File: src/rtl/sad_best_match.sv
// rtl/sad_best_match.sv - running minimum SAD search with early termination
// Tracks the best candidate of a search window and reports it on a one-cycle done pulse.
module sad_best_match #(
  parameter int WIDTH    = 8,
  parameter int SAD_W    = WIDTH + 5,
  parameter int NUM_CAND = 16,
  parameter int IDX_W    = 4
) (
  input  logic             clk,
  input  logic             rst,
  input  logic             start,
  input  logic             sad_valid,
  input  logic [SAD_W-1:0] sad_in,
  input  logic [SAD_W-1:0] early_thr,
  output logic             busy,
  output logic             done,
  output logic             early,
  output logic [SAD_W-1:0] best_sad,
  output logic [IDX_W-1:0] best_idx,
  output logic [IDX_W:0]   cand_cnt
);

  typedef enum logic [1:0] {S_IDLE, S_SEARCH, S_DONE} state_t;

  localparam logic [IDX_W:0]   LAST_CNT = (IDX_W + 1)'(NUM_CAND - 1);
  localparam logic [SAD_W-1:0] SAD_MAX  = '1;

  state_t           state_q, state_d;
  logic [SAD_W-1:0] best_sad_q, best_sad_d;
  logic [IDX_W-1:0] best_idx_q, best_idx_d;
  logic [IDX_W:0]   cand_cnt_q, cand_cnt_d;
  logic [SAD_W-1:0] thr_q, thr_d;
  logic             early_q, early_d;

  logic             is_lower;
  logic             below_thr;

  // Strict compare keeps the earlier index on ties and never lets an all-ones SAD win.
  assign is_lower  = sad_in < best_sad_q;
  assign below_thr = (thr_q != '0) && (sad_in < thr_q);

  always_comb begin
    state_d    = state_q;
    best_sad_d = best_sad_q;
    best_idx_d = best_idx_q;
    cand_cnt_d = cand_cnt_q;
    thr_d      = thr_q;
    early_d    = early_q;

    if (start) begin
      state_d    = S_SEARCH;
      best_sad_d = SAD_MAX;
      best_idx_d = '0;
      cand_cnt_d = '0;
      thr_d      = early_thr;
      early_d    = 1'b0;
    end else begin
      case (state_q)
        S_SEARCH: begin
          if (sad_valid) begin
            if (is_lower) begin
              best_sad_d = sad_in;
              best_idx_d = cand_cnt_q[IDX_W-1:0];
            end
            cand_cnt_d = cand_cnt_q + 1'b1;
            // Threshold exit wins over window end when both hit on the last sample.
            if (below_thr) begin
              state_d = S_DONE;
              early_d = 1'b1;
            end else if (cand_cnt_q == LAST_CNT) begin
              state_d = S_DONE;
              early_d = 1'b0;
            end
          end
        end
        S_DONE:  state_d = S_IDLE;
        default: state_d = S_IDLE;
      endcase
    end
  end

  always_ff @(posedge clk or negedge rst) begin
    if (!rst) begin
      state_q    <= S_IDLE;
      best_sad_q <= SAD_MAX;
      best_idx_q <= '0;
      cand_cnt_q <= '0;
      thr_q      <= '0;
      early_q    <= 1'b0;
    end else begin
      state_q    <= state_d;
      best_sad_q <= best_sad_d;
      best_idx_q <= best_idx_d;
      cand_cnt_q <= cand_cnt_d;
      thr_q      <= thr_d;
      early_q    <= early_d;
    end
  end

  assign busy     = (state_q == S_SEARCH);
  assign done     = (state_q == S_DONE);
  assign early    = early_q;
  assign best_sad = best_sad_q;
  assign best_idx = best_idx_q;
  assign cand_cnt = cand_cnt_q;

endmodule

File: config.mk
export PLATFORM = sky130hd
export DESIGN_NAME = sad_best_match
export DESIGN_NICKNAME = d
export VERILOG_FILES = /design/src/rtl/sad_best_match.sv
export SDC_FILE = /design/constraint.sdc
export NUM_CORES = 1
export LEC_CHECK = 0
export ABC_AREA = 1
export CORE_MARGIN = 4
export CORE_UTILIZATION = 45
export DETAILED_ROUTE_END_ITERATION = 12
export PLACE_DENSITY = 0.82
export SYNTH_ARGS = -nofsm -noshare
export SYNTH_HDL_FRONTEND = slang
export SYNTH_SLANG_ARGS = --single-unit
export TNS_END_PERCENT = 10
File: constraint.sdc
create_clock -name clk -period 4.65 [get_ports clk]
set_input_delay 0.6975 -clock clk [delete_from_list [all_inputs] [get_ports clk]]
set_output_delay 0.6975 -clock clk [all_outputs]
set_load 0.01 [all_outputs]
==> metrics.txt <==
CTS Buf Count=5; Initial Util=46.1%; register area share after synthesis=38.3%; initial antenna violation count=0; worst-path fanout max=41; hold crit path type=input port to asynchronous set/reset pin; chip height=82.9 µm; top cells by area, synth=dfrtp_1 25%, dfstp_2 14%, nand2_1 13%; CTS clk-pin slew, worst paths=0.07 ns; Worst Path Arrival=2.57 ns; WL final=5880 µm; Post-Syn Nets=374; clock tree root driver cell=clkbuf_8; diodes inserted=0; CP cell instances=clkdlybuf4s50_1 > buf_4 > inv_2 > nand2_1 > nand4_1 > nand2_1; routed vias/inst=5.05; # setup viols final=0; Peak VDD IR=0.124 mV; post-route ant nets=0; EDFF count, synth=0; GRT Residual Overflow=0; fin. max-slew vios=0; Buf/Inv on CP=3; outcome=finished, final reports clean; Clock Tree Buf Depth=2; num ports=55; Layout area overhead=25.7%; nets=424; final core occ=58.0%; Initial DRC Count=110; TNS Setup=0 ns; DP Wirelength=4390 µm; post-synth top area cell=dfrtp_1; average size of a mapped cell=7.94 µm²; unrepaired setup endpoints after global routing=false; Cell Area, Synth=2520 µm²; drt drc=0; #FFs+latches synth=38; Synth Flop Type=dfrtp_1; via count=2,228; Routed wire per std cell=13.3 µm; pwr/cell area=336 nW/µm²; Crit. End Element=flop; Max Cap Violations=0; core outline area=5470 µm²; clk_lat worst skew=0.29 ns; TritonCTS Sinks=38; Synth cell types=27; asr flop ratio synth=100%; gpl congestion=0.856; startpoint types=input port; global-route wire length before repair=10,300 µm; Die ar.=6870 µm²; slowest stage cell on the critical path=inv_2; Slew HR=43.9%; Synth Instances=318; Final Hold Fails=0; H-tree Lvls=2; Commonest cells post-synth=88 x nand2_1, 43 x inv_1, 26 x ha_1, 25 x dfrtp_1, 21 x nand4_1; number of buffers added on ports=54; WP data required=4.87 ns; Leak=0.00159 µW; number of global-route vias before repair=2,213; crit path time final=2.35 ns; most frequent cell after synthesis=nand2_1; post-synth top area share=24.8%; Worst path top cell family by delay=buffers and inverters; setup bufs post-CTS=0; skew final=0.00361 ns; most used cell, CP=nand2_1; DR pass1 iterations=5; fin crit share=50.5%; kind of critical path=input port to flop; Site Rows=27; GR Util All Layers=17.9%; Least-Margin Pin Slew=0.841 ns; Fmax=0.426 GHz; TritonCTS clock tree=done; yosys warns=0; largest net degree at the start of global routing=42; Die W=82.9 µm; Max stage delay on crit path=0.49 ns; # hold bufs at CTS=0; post_cts resized=0; share of layout cells above drive strength 1=15.2%
per-stage QoR:
| stage | instance area (µm²) | cells | hold slack [ns] | worst slack, ns | total power [µW] |
|---|---|---|---|---|---|
| 6_report | 3170 | 441 | 0.497 | 2.30 | 1070 |
| 5_1_grt | 3170 | 441 | 0.515 | 2.16 | 1150 |
| 4_1_cts | 3170 | 441 | 0.501 | 2.34 | 1080 |
| 3_5_place_dp | 3080 | 433 | 0.487 | 2.02 | 835 |
| 3_3_place_gp | 3080 | 433 | 0.484 | 2.07 | 817 |
| 2_1_floorplan | 2520 | 318 | 0.402 | 2.77 | 680 |
flip-flops by register name, indices dropped and copies added (netlist names):
signal	flops
best_idx	4
state_q	2
cand_cnt	5
best_sad	13
thr_q	13
early	1
cell usage in the layout, fill, tap and decap left out, types with 10 or more instances in the layout:
master           count
nand2_1             88
clkdlybuf4s50_1     53
inv_1               43
ha_1                26
dfrtp_1             25
nand4_1             21
o21ai_0             14
nand3_1             13
dfstp_2             13
nor2_1              12
or2_2               12
a21oi_1             11
nand3_2             10
where the power goes:
part	leakage [µW]	switching [µW]	total, µW	internal [µW]
Clock	0.0000482	118	238	120
Sequential	0.000456	41.2	441	400
Combinational	0.00109	211	388	177
Total	0.00159	370	1070	697
kinds of logic after synthesis:
| family | after synthesis | synth area share (%) |
|---|---|---|
| AO/OA/AOI/OAI | 28 | 5.60 |
| adder cells (fa/ha/maj) | 26 | 12.9 |
| buffers and inverters | 61 | 10.5 |
| flip-flops | 38 | 38.3 |
| AND/OR/NAND/NOR | 165 | 32.8 |
per-layer routing:
layer | GRT usage, % | part of all wire (%)
met5 | 0 | 0
met4 | 6.84 | 1.9
met3 | 3.37 | 4.5
met2 | 30.7 | 49
met1 | 22.3 | 44
path summary, 6_finish.rpt:
| check | from | end | slack (ns) | depth (start not counted) |
|---|---|---|---|---|
| worst max-delay path | start | best_sad[8]$_DFFE_PN1P_ | 2.30 | 6 |
| worst min-delay path | rst | best_idx[1]$_DFFE_PN0P_ | 0.50 | 1 |
| worst max register to register | best_sad[12]$_DFFE_PN1P_ | best_sad[8]$_DFFE_PN1P_ | 2.73 | 10 |
| worst min register to register | best_sad[10]$_DFFE_PN1P_ | best_sad[10]$_DFFE_PN1P_ | 0.50 | 2 |
| max in group asynchronous | rst | thr_q[2]$_DFFE_PN0P_ | 3.62 | 1 |
| min in group clk | best_sad[10]$_DFFE_PN1P_ | best_sad[10]$_DFFE_PN1P_ | 0.50 | 2 |
final cells by class:
class	instances	area, µm²
Clock buffer	7	86.3
Clock inverter	1	5.00
Fill cell	490	2300
Inverter	49	189
Multi-Input combinational cell	219	1290
Sequential cell	38	967
Tap cell	72	90.1
Timing Repair Buffer	55	543
Power figures use the tool's default switching activity.
